[config.mk]
export PLATFORM = sky130hd
export DESIGN_NAME = cache_mem_arbiter_flat
export DESIGN_NICKNAME = d
export VERILOG_FILES = /design/src/rtl/cache_mem_arbiter_pkg.sv /design/src/rtl/cache_mem_arbiter_if.sv /design/src/rtl/mem_rr_arb2.sv /design/src/rtl/cache_mem_arbiter.sv /design/src/flat_wrapper.sv
export SDC_FILE = /design/constraint.sdc
export NUM_CORES = 1
export LEC_CHECK = 0
export CORE_AREA = 5 5 315 317
export CTS_CLUSTER_DIAMETER = 80
export CTS_CLUSTER_SIZE = 10
export DETAILED_ROUTE_END_ITERATION = 16
export DIE_AREA = 0 0 320 322
export PLACE_DENSITY = 0.32
export REMOVE_ABC_BUFFERS = 1
export SETUP_SLACK_MARGIN = 0.02
export SLEW_MARGIN = 10
export SYNTH_ARGS = -nofsm -noshare
export SYNTH_HDL_FRONTEND = slang
export SYNTH_SLANG_ARGS = --single-unit
[constraint.sdc]
create_clock -name clk -period 4.4 [get_ports clk]
set_clock_uncertainty 0.15 [all_clocks]
set_input_delay 1.32 -clock clk [delete_from_list [all_inputs] [get_ports clk]]
set_output_delay 1.32 -clock clk [all_outputs]
set_load 0.02 [all_outputs]
[src/rtl/cache_mem_arbiter_pkg.sv]
// Shared cache/memory definitions: line geometry, FSM state types, owner
// encoding and line-address helpers used by the memory-port arbiter.
package cache_mem_arbiter_pkg;

    localparam int unsigned LINE_WORDS = 4;
    localparam int unsigned ADDR_W     = 32;
    localparam int unsigned LINE_W     = LINE_WORDS * 32;
    localparam int unsigned LINE_OFF_W = $clog2(LINE_WORDS * 4);

    typedef logic [ADDR_W-1:0] addr_t;
    typedef logic [LINE_W-1:0] line_t;

    typedef enum logic [1:0] {
        R_IDLE,
        R_REQ,
        R_WAIT
    } rd_state_t;

    typedef enum logic [1:0] {
        W_IDLE,
        W_REQ,
        W_WAIT
    } wr_state_t;

    // Bit position of each cache in the arbiter request/grant vectors
    typedef enum logic {
        OWN_IC = 1'b0,
        OWN_DC = 1'b1
    } owner_t;

    // Latched writeback payload (line-aligned address + full line)
    typedef struct packed {
        addr_t addr;
        line_t data;
    } wr_req_t;

    localparam addr_t OFF_MASK = addr_t'((64'd1 << LINE_OFF_W) - 64'd1);

    // Clear the byte-offset bits so the address names a whole line
    function automatic addr_t line_align(input addr_t a);
        return a & ~OFF_MASK;
    endfunction

endpackage

[src/rtl/cache_mem_arbiter_if.sv]
// Bus bundle between the two cache clients, the arbiter and the AXI bridge.
// The arbiter uses the slave view; the caches/bridge side uses master.
interface cache_mem_arbiter_if;
    import cache_mem_arbiter_pkg::*;

    // icache refill
    logic  ic_rd_req;
    addr_t ic_rd_addr;
    logic  ic_rd_rdy;
    logic  ic_ret_valid;
    line_t ic_ret_data;

    // dcache refill
    logic  dc_rd_req;
    addr_t dc_rd_addr;
    logic  dc_rd_rdy;
    logic  dc_ret_valid;
    line_t dc_ret_data;

    // dcache writeback
    logic  dc_wr_req;
    addr_t dc_wr_addr;
    line_t dc_wr_data;
    logic  dc_wr_rdy;
    logic  dc_wr_valid;

    // bridge read channel
    logic  mem_rd_req;
    addr_t mem_rd_addr;
    logic  mem_rd_rdy;
    logic  mem_ret_valid;
    line_t mem_ret_data;

    // bridge write channel
    logic  mem_wr_req;
    addr_t mem_wr_addr;
    line_t mem_wr_data;
    logic  mem_wr_rdy;
    logic  mem_wr_valid;

    modport slave (
        input  ic_rd_req, ic_rd_addr,
        input  dc_rd_req, dc_rd_addr,
        input  dc_wr_req, dc_wr_addr, dc_wr_data,
        input  mem_rd_rdy, mem_ret_valid, mem_ret_data,
        input  mem_wr_rdy, mem_wr_valid,
        output ic_rd_rdy, ic_ret_valid, ic_ret_data,
        output dc_rd_rdy, dc_ret_valid, dc_ret_data,
        output dc_wr_rdy, dc_wr_valid,
        output mem_rd_req, mem_rd_addr,
        output mem_wr_req, mem_wr_addr, mem_wr_data
    );

    modport master (
        output ic_rd_req, ic_rd_addr,
        output dc_rd_req, dc_rd_addr,
        output dc_wr_req, dc_wr_addr, dc_wr_data,
        output mem_rd_rdy, mem_ret_valid, mem_ret_data,
        output mem_wr_rdy, mem_wr_valid,
        input  ic_rd_rdy, ic_ret_valid, ic_ret_data,
        input  dc_rd_rdy, dc_ret_valid, dc_ret_data,
        input  dc_wr_rdy, dc_wr_valid,
        input  mem_rd_req, mem_rd_addr,
        input  mem_wr_req, mem_wr_addr, mem_wr_data
    );

endinterface

[src/rtl/mem_rr_arb2.sv]
// Two-way round-robin arbiter. Requests arrive already masked for
// eligibility; bit 0 is the icache, bit 1 the dcache. Grant is one-hot and
// combinational; the pointer remembers the last winner.
module mem_rr_arb2
    import cache_mem_arbiter_pkg::*;
(
    input  logic       clk,
    input  logic       rst,
    input  logic [1:0] i_req,
    input  logic       i_en,
    output logic [1:0] o_gnt_c
);

    owner_t r_last;

    // Sole requester wins; on a tie the side not granted last wins
    always_comb begin
        o_gnt_c = 2'b00;
        if (i_en) begin
            if (i_req[0] && i_req[1]) begin
                o_gnt_c = (r_last == OWN_DC) ? 2'b01 : 2'b10;
            end else begin
                o_gnt_c = i_req;
            end
        end
    end

    // Pointer follows every grant; reset value lets the dcache win the first tie
    always_ff @(posedge clk) begin
        if (rst) begin
            r_last <= OWN_IC;
        end else if (|o_gnt_c) begin
            r_last <= o_gnt_c[1] ? OWN_DC : OWN_IC;
        end
    end

endmodule

[src/rtl/cache_mem_arbiter.sv]
// Shares the single line-wide bridge port between icache refill and dcache
// refill/writeback. Read and write channels run independent FSMs with one
// outstanding transaction each; reads never overtake a same-line writeback.
module cache_mem_arbiter
    import cache_mem_arbiter_pkg::*;
(
    input  logic                clk,
    input  logic                rst,
    cache_mem_arbiter_if.slave  bus
);

    rd_state_t  r_rd_state;
    rd_state_t  w_rd_state_nxt;
    wr_state_t  r_wr_state;
    wr_state_t  w_wr_state_nxt;

    owner_t     r_rd_owner;
    addr_t      r_rd_addr;
    wr_req_t    r_wr;

    logic       r_ic_rd_rdy;
    logic       r_dc_rd_rdy;
    logic       r_dc_wr_rdy;
    logic       r_mem_rd_req;
    logic       r_mem_wr_req;

    logic       w_hz_active;
    addr_t      w_hz_line;
    logic       w_ic_elig;
    logic       w_dc_elig;
    logic [1:0] w_gnt;
    logic       w_rd_take;
    logic       w_ret_fire;
    logic       w_wr_take;
    logic       w_wr_fire;
    logic       w_ic_ret_c;
    logic       w_dc_ret_c;

    // A read of the line being written back (or about to be accepted) waits
    always_comb begin
        w_hz_active = (r_wr_state != W_IDLE) || bus.dc_wr_req;
        w_hz_line   = (r_wr_state != W_IDLE) ? r_wr.addr : line_align(bus.dc_wr_addr);
        w_ic_elig   = bus.ic_rd_req &&
                      !(w_hz_active && (line_align(bus.ic_rd_addr) == w_hz_line));
        w_dc_elig   = bus.dc_rd_req &&
                      !(w_hz_active && (line_align(bus.dc_rd_addr) == w_hz_line));
    end

    mem_rr_arb2 u_arb (
        .clk     (clk),
        .rst     (rst),
        .i_req   ({w_dc_elig, w_ic_elig}),
        .i_en    (r_rd_state == R_IDLE),
        .o_gnt_c (w_gnt)
    );

    // ---------------------------------------------------------------- read

    // Read FSM state register
    always_ff @(posedge clk) begin
        if (rst) begin
            r_rd_state <= R_IDLE;
        end else begin
            r_rd_state <= w_rd_state_nxt;
        end
    end

    // Read FSM next state and transition strobes
    always_comb begin
        w_rd_state_nxt = r_rd_state;
        w_rd_take      = 1'b0;
        w_ret_fire     = 1'b0;
        unique case (r_rd_state)
            R_IDLE: begin
                if (|w_gnt) begin
                    w_rd_take      = 1'b1;
                    w_rd_state_nxt = R_REQ;
                end
            end
            R_REQ: begin
                if (bus.mem_rd_rdy) begin
                    w_rd_state_nxt = R_WAIT;
                end
            end
            R_WAIT: begin
                if (bus.mem_ret_valid) begin
                    w_ret_fire     = 1'b1;
                    w_rd_state_nxt = R_IDLE;
                end
            end
            default: w_rd_state_nxt = R_IDLE;
        endcase
    end

    // Read datapath: owner/address latch, accept pulses, bridge request flag
    always_ff @(posedge clk) begin
        if (rst) begin
            r_rd_owner   <= OWN_DC;
            r_rd_addr    <= '0;
            r_ic_rd_rdy  <= 1'b0;
            r_dc_rd_rdy  <= 1'b0;
            r_mem_rd_req <= 1'b0;
        end else begin
            r_ic_rd_rdy  <= w_rd_take && w_gnt[0];
            r_dc_rd_rdy  <= w_rd_take && w_gnt[1];
            r_mem_rd_req <= (w_rd_state_nxt == R_REQ);
            if (w_rd_take) begin
                r_rd_owner <= w_gnt[1] ? OWN_DC : OWN_IC;
                r_rd_addr  <= line_align(w_gnt[1] ? bus.dc_rd_addr : bus.ic_rd_addr);
            end
        end
    end

    // Return pulses go straight to the owner in the bridge's completion cycle
    always_comb begin
        w_ic_ret_c = w_ret_fire && (r_rd_owner == OWN_IC);
        w_dc_ret_c = w_ret_fire && (r_rd_owner == OWN_DC);
    end

    // --------------------------------------------------------------- write

    // Write FSM state register
    always_ff @(posedge clk) begin
        if (rst) begin
            r_wr_state <= W_IDLE;
        end else begin
            r_wr_state <= w_wr_state_nxt;
        end
    end

    // Write FSM next state and transition strobes
    always_comb begin
        w_wr_state_nxt = r_wr_state;
        w_wr_take      = 1'b0;
        w_wr_fire      = 1'b0;
        unique case (r_wr_state)
            W_IDLE: begin
                if (bus.dc_wr_req) begin
                    w_wr_take      = 1'b1;
                    w_wr_state_nxt = W_REQ;
                end
            end
            W_REQ: begin
                if (bus.mem_wr_rdy) begin
                    w_wr_state_nxt = W_WAIT;
                end
            end
            W_WAIT: begin
                if (bus.mem_wr_valid) begin
                    w_wr_fire      = 1'b1;
                    w_wr_state_nxt = W_IDLE;
                end
            end
            default: w_wr_state_nxt = W_IDLE;
        endcase
    end

    // Write datapath: payload latch, accept pulse, bridge request flag
    always_ff @(posedge clk) begin
        if (rst) begin
            r_wr         <= '0;
            r_dc_wr_rdy  <= 1'b0;
            r_mem_wr_req <= 1'b0;
        end else begin
            r_dc_wr_rdy  <= w_wr_take;
            r_mem_wr_req <= (w_wr_state_nxt == W_REQ);
            if (w_wr_take) begin
                r_wr <= '{addr: line_align(bus.dc_wr_addr), data: bus.dc_wr_data};
            end
        end
    end

    // ------------------------------------------------------------- outputs

    assign bus.ic_rd_rdy    = r_ic_rd_rdy;
    assign bus.dc_rd_rdy    = r_dc_rd_rdy;
    assign bus.ic_ret_valid = w_ic_ret_c;
    assign bus.dc_ret_valid = w_dc_ret_c;
    assign bus.ic_ret_data  = w_ic_ret_c ? bus.mem_ret_data : '0;
    assign bus.dc_ret_data  = w_dc_ret_c ? bus.mem_ret_data : '0;
    assign bus.mem_rd_req   = r_mem_rd_req;
    assign bus.mem_rd_addr  = r_rd_addr;

    assign bus.dc_wr_rdy    = r_dc_wr_rdy;
    assign bus.dc_wr_valid  = w_wr_fire;
    assign bus.mem_wr_req   = r_mem_wr_req;
    assign bus.mem_wr_addr  = r_wr.addr;
    assign bus.mem_wr_data  = r_wr.data;

endmodule

[src/flat_wrapper.sv]
// flat-port wrapper written by rule: the top's interface ports become plain ports
module cache_mem_arbiter_flat import cache_mem_arbiter_pkg::*;
  (clk, rst, bus_ic_rd_req, bus_ic_rd_addr, bus_dc_rd_req, bus_dc_rd_addr, bus_dc_wr_req, bus_dc_wr_addr, bus_dc_wr_data, bus_mem_rd_rdy, bus_mem_ret_valid, bus_mem_ret_data, bus_mem_wr_rdy, bus_mem_wr_valid, bus_ic_rd_rdy, bus_ic_ret_valid, bus_ic_ret_data, bus_dc_rd_rdy, bus_dc_ret_valid, bus_dc_ret_data, bus_dc_wr_rdy, bus_dc_wr_valid, bus_mem_rd_req, bus_mem_rd_addr, bus_mem_wr_req, bus_mem_wr_addr, bus_mem_wr_data);
  cache_mem_arbiter_if bus_i ();
  input  logic clk;
  input  logic rst;
  input wire logic [$bits(bus_i.ic_rd_req)-1:0] bus_ic_rd_req;
  input wire logic [$bits(bus_i.ic_rd_addr)-1:0] bus_ic_rd_addr;
  input wire logic [$bits(bus_i.dc_rd_req)-1:0] bus_dc_rd_req;
  input wire logic [$bits(bus_i.dc_rd_addr)-1:0] bus_dc_rd_addr;
  input wire logic [$bits(bus_i.dc_wr_req)-1:0] bus_dc_wr_req;
  input wire logic [$bits(bus_i.dc_wr_addr)-1:0] bus_dc_wr_addr;
  input wire logic [$bits(bus_i.dc_wr_data)-1:0] bus_dc_wr_data;
  input wire logic [$bits(bus_i.mem_rd_rdy)-1:0] bus_mem_rd_rdy;
  input wire logic [$bits(bus_i.mem_ret_valid)-1:0] bus_mem_ret_valid;
  input wire logic [$bits(bus_i.mem_ret_data)-1:0] bus_mem_ret_data;
  input wire logic [$bits(bus_i.mem_wr_rdy)-1:0] bus_mem_wr_rdy;
  input wire logic [$bits(bus_i.mem_wr_valid)-1:0] bus_mem_wr_valid;
  output wire logic [$bits(bus_i.ic_rd_rdy)-1:0] bus_ic_rd_rdy;
  output wire logic [$bits(bus_i.ic_ret_valid)-1:0] bus_ic_ret_valid;
  output wire logic [$bits(bus_i.ic_ret_data)-1:0] bus_ic_ret_data;
  output wire logic [$bits(bus_i.dc_rd_rdy)-1:0] bus_dc_rd_rdy;
  output wire logic [$bits(bus_i.dc_ret_valid)-1:0] bus_dc_ret_valid;
  output wire logic [$bits(bus_i.dc_ret_data)-1:0] bus_dc_ret_data;
  output wire logic [$bits(bus_i.dc_wr_rdy)-1:0] bus_dc_wr_rdy;
  output wire logic [$bits(bus_i.dc_wr_valid)-1:0] bus_dc_wr_valid;
  output wire logic [$bits(bus_i.mem_rd_req)-1:0] bus_mem_rd_req;
  output wire logic [$bits(bus_i.mem_rd_addr)-1:0] bus_mem_rd_addr;
  output wire logic [$bits(bus_i.mem_wr_req)-1:0] bus_mem_wr_req;
  output wire logic [$bits(bus_i.mem_wr_addr)-1:0] bus_mem_wr_addr;
  output wire logic [$bits(bus_i.mem_wr_data)-1:0] bus_mem_wr_data;
  assign bus_i.ic_rd_req = bus_ic_rd_req;
  assign bus_i.ic_rd_addr = bus_ic_rd_addr;
  assign bus_i.dc_rd_req = bus_dc_rd_req;
  assign bus_i.dc_rd_addr = bus_dc_rd_addr;
  assign bus_i.dc_wr_req = bus_dc_wr_req;
  assign bus_i.dc_wr_addr = bus_dc_wr_addr;
  assign bus_i.dc_wr_data = bus_dc_wr_data;
  assign bus_i.mem_rd_rdy = bus_mem_rd_rdy;
  assign bus_i.mem_ret_valid = bus_mem_ret_valid;
  assign bus_i.mem_ret_data = bus_mem_ret_data;
  assign bus_i.mem_wr_rdy = bus_mem_wr_rdy;
  assign bus_i.mem_wr_valid = bus_mem_wr_valid;
  assign bus_ic_rd_rdy = bus_i.ic_rd_rdy;
  assign bus_ic_ret_valid = bus_i.ic_ret_valid;
  assign bus_ic_ret_data = bus_i.ic_ret_data;
  assign bus_dc_rd_rdy = bus_i.dc_rd_rdy;
  assign bus_dc_ret_valid = bus_i.dc_ret_valid;
  assign bus_dc_ret_data = bus_i.dc_ret_data;
  assign bus_dc_wr_rdy = bus_i.dc_wr_rdy;
  assign bus_dc_wr_valid = bus_i.dc_wr_valid;
  assign bus_mem_rd_req = bus_i.mem_rd_req;
  assign bus_mem_rd_addr = bus_i.mem_rd_addr;
  assign bus_mem_wr_req = bus_i.mem_wr_req;
  assign bus_mem_wr_addr = bus_i.mem_wr_addr;
  assign bus_mem_wr_data = bus_i.mem_wr_data;
  cache_mem_arbiter u_core (.clk(clk), .rst(rst), .bus(bus_i));
endmodule
Word level (Yosys, flattened, before mapping)
Index checks and enable logic that the tools add are counted.

storage, ports and cells
  register bits after elaboration = 195
  output and inout bits = 456
  word-level logic and storage cells = 61

cells by class
  eq/ne operators = 8
  muxes and demuxes = 24
  bitwise gates (word level) = 1
  reductions and logical operators = 16

operators by type and width
  operator                                        number
  two-way mux 128 bit                             2
  == test 32 bit                                  2
  two-way mux 32 bit                              2
  two-way mux 2 bit                               9
  one-hot mux 2 bit (3 select lines)              2
  logical AND 1 bit                               9
  two-way mux 1 bit                               9
  == test 2 x 1 -> 1 bit (second input constant)  4
  == test 2 bit (second input constant)           2
  zero test 2 bit                                 2
  zero test 1 bit                                 2
  nonzero test 2 bit                              1
  OR reduction 2 bit                              1
  logical OR 1 bit                                1
  NOT 1 bit                                       1

Depth between registers and ports, before layout
Gate-level depths: netlist of the first run.

  word-level depth = 13
  mapped depth = 14
  depth with buffers taken out = 8

By module
A second synthesis of the first run with hierarchy kept.

unflattened totals
  cell total of the unflattened synthesis = 1368
  area, all modules = 10194.8 um2

by module, submodules not included
  module             instances  cells each  area each (um2)  seq. area each (um2)
  cache_mem_arbiter  1          1360        10139.7          3883.7
  mem_rr_arb2        1          8           55.1             20.0

Worst setup path before layout of the first run
Ideal clock, no wire load.

  path type = in2reg
  start point = in bus_dc_wr_addr[19]
  end point = reg u_core.r_rd_addr[12] (netlist: u_core.bus.mem_rd_addr[12])
  setup time = 0.147 ns
  arrival = 3.460 ns
  slack = 0.643 ns
  cell stages on the path = 9
  path buffers = 2
  path through = mux2i_1 > xnor2_1 > or4_1 > or4_4 > o211a_1 > buf_2 > buf_2 > nor3_1 > a311oi_2

on the way
  cells in the longest elaborated chain, start to end = 11

RTL lines
  what                                         line                                              RTL
  start, declared                              flat_wrapper.sv:12                                input wire logic [$bits(bus_i.dc_wr_addr)-1:0] bus_dc_wr_addr;
  two-way mux 32 bit *                         cache_mem_arbiter.sv:42                           w_hz_line = (r_wr_state != W_IDLE) ? r_wr.addr : line_align(bus.dc_wr_addr);
  == test 32 bit, on equally long branches     cache_mem_arbiter.sv:44, cache_mem_arbiter.sv:46
  logical AND 1 bit, on equally long branches  cache_mem_arbiter.sv:44, cache_mem_arbiter.sv:46
  zero test 1 bit, on equally long branches    cache_mem_arbiter.sv:44, cache_mem_arbiter.sv:46
  logical AND 1 bit, on equally long branches  cache_mem_arbiter.sv:43, cache_mem_arbiter.sv:45
  logical AND 1 bit                            mem_rr_arb2.sv:20                                 if (i_req[0] && i_req[1]) begin
  two-way mux 2 bit *                          mem_rr_arb2.sv:20
  two-way mux 2 bit *                          mem_rr_arb2.sv:19                                 if (i_en) begin
  OR reduction 2 bit                           cache_mem_arbiter.sv:75                           if (|w_gnt) begin
  two-way mux 1 bit                            cache_mem_arbiter.sv:75
  two-way mux 1 bit                            cache_mem_arbiter.sv:73                           unique case (r_rd_state)
  end signal, assigned                         cache_mem_arbiter.sv:109                          r_rd_addr <= line_align(w_gnt[1] ? bus.dc_rd_addr : bus.ic_rd_addr);
  end, declared                                cache_mem_arbiter.sv:18                           addr_t r_rd_addr;

Every way passes the cells marked *; elsewhere a longest branch is shown, timed or not.
A chain may end at the register's enable or synchronous reset.

Worst setup path after layout of the first run
  start point = in bus_mem_ret_valid
  end point = out bus_dc_ret_data[23]

on the way
  cells in the longest elaborated chain, start to end = 4

RTL lines
  what                 line                      RTL
  start, declared      flat_wrapper.sv:15        input wire logic [$bits(bus_i.mem_ret_valid)-1:0] bus_mem_ret_valid;
  two-way mux 1 bit    cache_mem_arbiter.sv:86   if (bus.mem_ret_valid) begin
  two-way mux 1 bit    cache_mem_arbiter.sv:73
  logical AND 1 bit    cache_mem_arbiter.sv:117  w_dc_ret_c = w_ret_fire && (r_rd_owner == OWN_DC);
  two-way mux 128 bit  cache_mem_arbiter.sv:180  assign bus.dc_ret_data = w_dc_ret_c ? bus.mem_ret_data : '0;
  end, declared        flat_wrapper.sv:24        output wire logic [$bits(bus_i.dc_ret_data)-1:0] bus_dc_ret_data;

No other way between the ends.

==> out/metrics.yaml, run 1 <==
clocking:
  cts.path.max_buffers: 2
  cts_inserted_buffers: 17
  cts.sinks: 195
  clk_pin_slew_worst_paths_ns: 0.08
  root_buffer: "clkbuf_16"
  worstSkewPairLatency_ns: 0.49
  h-tree-depth: 4
  cts_hold_buf: 0
  cts_tree: "done"
die:
  die_height_um: 322
  start_util_pct: 10.9
  die_x_um: 320
  pin_count: 817
  dieArea_um2: 103000
  core.rowCount: 114
  core_um2: 96000
sta:
  fmax_ghz: 0.232
  setup_ws_ns: 0.0866
  min_period_ns: 4.31
  finalHoldViolCount: 0
  period_share_pct: 98.0
  slew_violations: 0
  setup_viol: 0
  tightest_slew_ns: 0.954
  slew-limit-headroom_pct: 36.4
  rsz0062_at_grt: "false"
logic_synthesis:
  synth_seq_cells: 195
  ys_seq_area_share_pct: 37.2
  syn_inst: 1387
  synth_area_um2: 10500
  avgSynthCellArea_um2: 7.57
  yosys.area.top_type: "dfxtp_1"
  async_flop_share_pct: 0
  ys_types: 57
  yosysWarnings: 0
  synth_top_area_share_pct: 37.2
  synth_area_leaders: "dfxtp_1 (37%), and2_1 (15%), nand2_1 (12%)"
  ys_dominant_reg_cell: "dfxtp_1"
  synth_edf_count: 0
placement:
  hpwl_um: 68800
  dp_slack_ns: -0.712
  gp_congestion: 0.828
  port-buffer-count: 796
grt:
  grt_pass1_vias: 13600
  grt-ovfl-total: 0
  grt_max_degree: 141
  track_usage_pct: 15.2
  grt_pass1_wl_um: 111000
  antenna_found_initial: 45
power:
  finalPower_w: 0.00544
  peakVddDrop_mv: 0.263
  power_density_nw_per_um2: 251
  p_leak_nw: 9.92
worst_setup_path:
  critical_path_required_ns: 2.93
  crit_path_end_kind: "primary output"
  worstSetupPathType: "in2out"
  cp_max_fo: 37
  start_kind: "input pin"
  worstPathArrival_ns: 2.84
route:
  vias: 13200
  ant_nets: 0
  viasPerCell: 3.75
  drt-total-wl_um: 82700
  drt_iter0_markers: 455
  wl_per_cell_um: 23.5
  route.detailed.drc: 0
  firstDrtPassIters: 5
cells_and_area:
  n_fill_cell: 10700
  drive_above_1_share_pct: 11.7
  final_nets: 2581
  final_core_util_pct: 22.5
  area_delta_synth_final_pct: 106
min_path:
  hold_class: "reg2reg"
run:
  cap_violations: 0
status:
  outcome: "completed"
[cell usage after synthesis (6+ instances only)]
library cell  instances
nand2b_1              6
nor3_1               30
a21oi_1             170
a2111oi_0             9
nor2_1               15
dfxtp_1             195
nand3_1              31
nand2_1             325
a311oi_2             28
and2_1              257
buf_6                 7
xor2_1               23
o22ai_1               9
clkbuf_1             92
o221ai_1              7
buf_2                 8
mux2i_1              19
or2_2                 6
inv_1                24
nor2b_1               7
xnor2_1              20
buf_4                 9
o21ai_0              36
[stage by stage]
stage          hold slack (ns)  area, um^2  std cells  TNS (ns)
4_1_cts                  0.308       21500       3509         0
3_5_place_dp             0.297       20800       3471    -71.96
6_report                 0.304       21600       3516         0
2_1_floorplan            0.301        9990       1274  -1386.64
5_1_grt                  0.323       21600       3512         0
3_3_place_gp             0.292       20800       3471    -69.36
[area by class of cell]
| cell class | instances | area (um^2) | area share [%] |
|---|---|---|---|
| antenna | 7 | 17.5 | 0.0810 |
| timing repair buffer | 927 | 9390 | 43.4 |
| clock inverter | 14 | 149 | 0.688 |
| multi-input combinational | 1055 | 6050 | 27.9 |
| tap | 1276 | 1600 | 7.38 |
| sequential | 195 | 3900 | 18.0 |
| clock buffer | 18 | 439 | 2.03 |
| inverter | 24 | 90.1 | 0.416 |
[worst max-delay path, cell delays in order]
cell,delay (ns)
dlygate4sd2_1,0.24
and3_4,0.29
buf_12,0.20
and2_1,0.14
clkdlybuf4s50_1,0.62
[flip-flops by register name, summed over array words and instances (netlist names)]
| name | count |
|---|---|
| u_core.bus.dc_wr_rdy | 1 |
| u_core.bus.dc_rd_rdy | 1 |
| u_core.bus.mem_wr_req | 1 |
| u_core.r_wr_state | 2 |
| u_core.r_rd_state | 2 |
| u_core.r_rd_owner | 1 |
| u_core.bus.ic_rd_rdy | 1 |
| u_core.bus.mem_rd_addr | 28 |
| u_core.u_arb.r_last | 1 |
| u_core.bus.mem_wr_addr | 28 |
| u_core.bus.mem_wr_data | 128 |
| u_core.bus.mem_rd_req | 1 |
[logic make-up after synthesis]
kind of cell,Yosys count,share of synthesized area (%)
xor+xnor,43,3.58
other cells,1,0.0357
mux,20,1.94
compound gates,285,18.0
simple gates,699,33.2
flops,195,37.2
buf+inv,144,6.06
[final timing paths]
check | end | start | cells past startpoint | slack (ns)
max | bus_dc_ret_data[23] | bus_mem_ret_valid | 5 | 0.09
max reg2reg | u_core.bus.mem_rd_addr[28]$_SDFFE_PP0P_ | u_core.r_wr_state[1]$_SDFF_PP0_ | 13 | 0.44
min reg2reg | u_core.bus.mem_wr_data[41]$_SDFFE_PP0P_ | u_core.bus.mem_wr_data[41]$_SDFFE_PP0P_ | 2 | 0.30
min | u_core.bus.mem_wr_data[41]$_SDFFE_PP0P_ | u_core.bus.mem_wr_data[41]$_SDFFE_PP0P_ | 2 | 0.30
[where the power goes]
group	total (W)	internal [W]	switching (W)	leakage [nW]
logic	0.00177	0.000846	0.000928	8.03
registers	0.00199	0.00190	0.0000924	1.60
clock network	0.00167	0.000815	0.000856	0.280
total	0.00544	0.00356	0.00188	9.92
[layout by cell type, fill, tap and decap left out, types with 6 or more instances in the layout]
cell type / netlist / routed
a311oi_2: 28 / 28
nand2_1: 325 / 323
clkdlybuf4s50_1: 0 / 575
nand2b_1: 6 / 6
o221ai_1: 7 / 7
buf_2: 8 / 13
and2_1: 257 / 257
mux2i_1: 19 / 19
buf_4: 9 / 122
dlygate4sd2_1: 0 / 87
conb_1: 1 / 8
nor2b_1: 7 / 7
nand3_1: 31 / 31
nor3_1: 30 / 30
inv_1: 24 / 24
clkdlybuf4s15_2: 0 / 9
xnor2_1: 20 / 19
xor2_1: 23 / 23
buf_12: 0 / 24
o21ai_0: 36 / 36
dlymetal6s2s_1: 0 / 87
or2_2: 6 / 6
diode_2: 0 / 7
a21oi_1: 170 / 168
clkbuf_16: 0 / 17
dfxtp_1: 195 / 195
o22ai_1: 9 / 9
a2111oi_0: 9 / 9
nor2_1: 15 / 14
[layer usage]
| metal | part of all wire [%] | up-vias | routed length, um | track usage (%) |
|---|---|---|---|---|
| met4 | 1.8 | 38 | 1530 | 3.19 |
| li1 | - | 6262 | - | - |
| met1 | 35 | 6198 | 29000 | 15.1 |
| met5 | 0.29 | - | 242 | 0 |
| met2 | 53 | 577 | 43800 | 29.0 |
| met3 | 9.8 | 102 | 8130 | 6.91 |
[timing repair]
item,in CTS,in global routing
setup endpoints to repair,265,145
pin swaps,1,1
buffers inserted,2,0
gates resized for setup,167,102
cloned,4,0
Power figures use the tool's default switching activity.
==> inputs of run 2 (changes only) <==
--- a/config.mk
+++ b/config.mk
@@ -5,14 +5,16 @@
 export SDC_FILE = /design/constraint.sdc
 export NUM_CORES = 1
 export LEC_CHECK = 0
-export CORE_AREA = 5 5 315 317
+export CELL_PAD_IN_SITES_DETAIL_PLACEMENT = 0
+export CELL_PAD_IN_SITES_GLOBAL_PLACEMENT = 1
+export CORE_AREA = 2 2 315 317
 export CTS_CLUSTER_DIAMETER = 80
 export CTS_CLUSTER_SIZE = 10
 export DETAILED_ROUTE_END_ITERATION = 16
-export DIE_AREA = 0 0 320 322
-export PLACE_DENSITY = 0.32
+export DIE_AREA = 0 0 317 319
+export PLACE_DENSITY = 0.43
 export REMOVE_ABC_BUFFERS = 1
-export SETUP_SLACK_MARGIN = 0.02
+export SETUP_SLACK_MARGIN = 0.1
 export SLEW_MARGIN = 10
 export SYNTH_ARGS = -nofsm -noshare
 export SYNTH_HDL_FRONTEND = slang
==> out/metrics.yaml, run 2 (synthesis gave the netlist of run 1 again) <==
power:
  pwr-share-comb_pct: 33.0
  p_sw_w: 0.00186
  p_int_w: 0.00347
  seqPwrFrac_pct: 37.4
  finalPower_w: 0.00534
  power_density_nw_per_um2: 253
  p_leak_nw: 8.69
  peakVddDrop_mv: 0.204
  netSwitchingFraction_pct: 35.0
  p_clk_share_pct: 29.7
worst_setup_path:
  path_cells: "dlygate4sd2_1 -> nand2_1 -> nor2_4 -> buf_12 -> buf_4 -> buf_12 -> and2_1 -> dlygate4sd2_1"
  cp_max_fo: 26
  worstSetupPathType: "in2out"
  regToRegEndpoint: "u_core.bus.mem_rd_addr[11]$_SDFFE_PP0P_"
  crit_path_end_kind: "primary output"
  ff2ff_path_depth: 10
  r2r-start: "u_core.r_wr_state[1]$_SDFF_PP0_"
  slowest_stage: "dlygate4sd2_1"
  rrSetupSlack_ns: 0.48
  start_kind: "input pin"
  worstPathArrival_ns: 2.75
  critical-path-max-stage-delay_ns: 0.33
  critical_path_required_ns: 2.93
grt:
  antenna_found_initial: 37
  grt_max_degree: 129
  grt-ovfl-total: 0
  grt_pass1_wl_um: 110000
  track_usage_pct: 15.7
  grt_pass1_vias: 13500
run:
  cap_violations: 0
sta:
  finalHoldViolCount: 0
  tightest_slew_ns: 0.650
  fmax_ghz: 0.237
  slew_violations: 0
  slew-limit-headroom_pct: 56.7
  period_share_pct: 95.9
  rsz0062_at_grt: "true"
  min_period_ns: 4.22
  setup_viol: 0
  final.setup.tns_ns: 0
min_path:
  holdPathEnd: "u_core.bus.mem_wr_data[125]$_SDFFE_PP0P_"
  hold_depth: 2
  hp-start: "u_core.bus.mem_wr_data[125]$_SDFFE_PP0P_"
  hold_class: "reg2reg"
placement:
  gp_congestion: 0.825
  place_inst: 3466
  hpwl_um: 67300
  postPlaceCellArea_um2: 20800
  port-buffer-count: 796
cells_and_area:
  fin_area_um2: 21100
  stdcell_count: 3508
  area_delta_synth_final_pct: 101
  final_common_cell: "clkdlybuf4s50_1"
  final_core_util_pct: 21.6
  final_nets: 2565
  mostFrequentLayoutCells: "clkdlybuf4s50_1 (536), nand2_1 (324), and2_1 (257)"
  drive_above_1_share_pct: 11.1
  largest_reg_flops: 128
clocking:
  cts_tree: "done"
  cts_inserted_buffers: 17
  cts_hold_buf: 0
  cts.path.max_buffers: 2
  h-tree-depth: 4
  root_buffer: "clkbuf_16"
  cts.sinks: 195
  clk_pin_slew_worst_paths_ns: 0.07
  worstSkewPairLatency_ns: 0.50
route:
  vias: 13000
  route.detailed.drc: 0
  viasPerCell: 3.72
  drt-total-wl_um: 81600
  drt_iter0_markers: 379
  wl_per_cell_um: 23.3
  firstDrtPassIters: 4
  ant_nets: 0
die:
  dieArea_um2: 101000
  start_util_pct: 10.8
  core_um2: 97700
  die_height_um: 319
  die_x_um: 317
  pin_count: 817
  core.rowCount: 115
status:
  outcome: "completed"
==> run 2: cell count changes in the layout (fill, tap and decap cells not counted), sizes merged <==
cell	delta
buf	-18
bufbuf	-2
bufinv	-1
clkbuf	+20
clkdlybuf4s15	+20
clkdlybuf4s50	-39
clkinv	-1
clkinvlp	-2
dlygate4sd2	+90
dlymetal6s2s	-87
inv	+1
==> run 2: layout make-up <==
cell class | instances | area [um^2]
fill | 10900 | 76600
timing repair buffer | 911 | 8950
multi-input combinational | 1055 | 6030
sequential | 195 | 3900
tap | 1287 | 1610
clock buffer | 18 | 429
clock inverter | 11 | 98.8
inverter | 24 | 90.1
antenna | 7 | 17.5
==> run 2: worst max path at each step <==
stage,endpoint,startpoint
final,bus_ic_ret_data[12],bus_mem_ret_valid
after global routing,bus_ic_ret_data[21],bus_mem_ret_valid
after CTS,bus_ic_ret_data[40],bus_mem_ret_valid
after detailed placement,u_core.bus.mem_rd_addr[31]$_SDFFE_PP0P_,bus_dc_wr_addr[18]
after global placement,u_core.bus.mem_rd_addr[31]$_SDFFE_PP0P_,bus_dc_wr_addr[18]
after floorplan,u_core.bus.mem_rd_req$_SDFF_PP0_,bus_dc_wr_req
==> run 2: routing by layer <==
metal | GRT usage [%] | up-vias | wire [um]
li1 | - | 6226 | -
met1 | 15.6 | 6125 | 29000
met2 | 29.4 | 581 | 42700
met3 | 6.30 | 96 | 7430
met4 | 4.90 | 14 | 2430
met5 | 0 | - | 97
==> run 2: timing repair <==
| item | 4_1_cts | 5_1_grt |
|---|---|---|
| buffers inserted | 2 | 2 |
| pin swaps | 0 | 0 |
| setup endpoints to repair | 244 | 70 |
| resized for setup | 235 | 69 |
| gates cloned | 2 | 0 |
==> run 2: power by group through the flow <==
stage | Combinational (W) | Sequential [W] | Clock (W)
finish | 0.00176 | 0.00199 | 0.00158
global route | 0.00189 | 0.00201 | 0.00173
CTS | 0.00181 | 0.00200 | 0.00168
detailed placement | 0.00181 | 0.00204 | 0
global placement | 0.00180 | 0.00203 | 0
floorplan | 0.000524 | 0.00218 | 0
==> run 2: per-stage QoR <==
step	hold slack [ns]	worst slack, ns
4_1_cts	0.306	0.121
6_report	0.302	0.179
5_1_grt	0.321	0.0734
2_1_floorplan	0.301	-7.48
3_5_place_dp	0.296	-0.464
3_3_place_gp	0.293	-0.484
==> run 2: worst max-delay path, delay by kind of cell <==
family / cells / cell delay, ns
buf+inv: 5 / 1.04
simple gates: 3 / 0.37
==> inputs of run 3 (changes only) <==
--- a/config.mk
+++ b/config.mk
@@ -9,7 +9,7 @@
 export CELL_PAD_IN_SITES_GLOBAL_PLACEMENT = 1
 export CORE_AREA = 2 2 315 317
 export CTS_CLUSTER_DIAMETER = 80
-export CTS_CLUSTER_SIZE = 10
+export CTS_CLUSTER_SIZE = 20
 export DETAILED_ROUTE_END_ITERATION = 16
 export DIE_AREA = 0 0 317 319
 export PLACE_DENSITY = 0.43
==> results of run 3 <==
No change in the layout: final DEF, timing and power equal those of run 2.
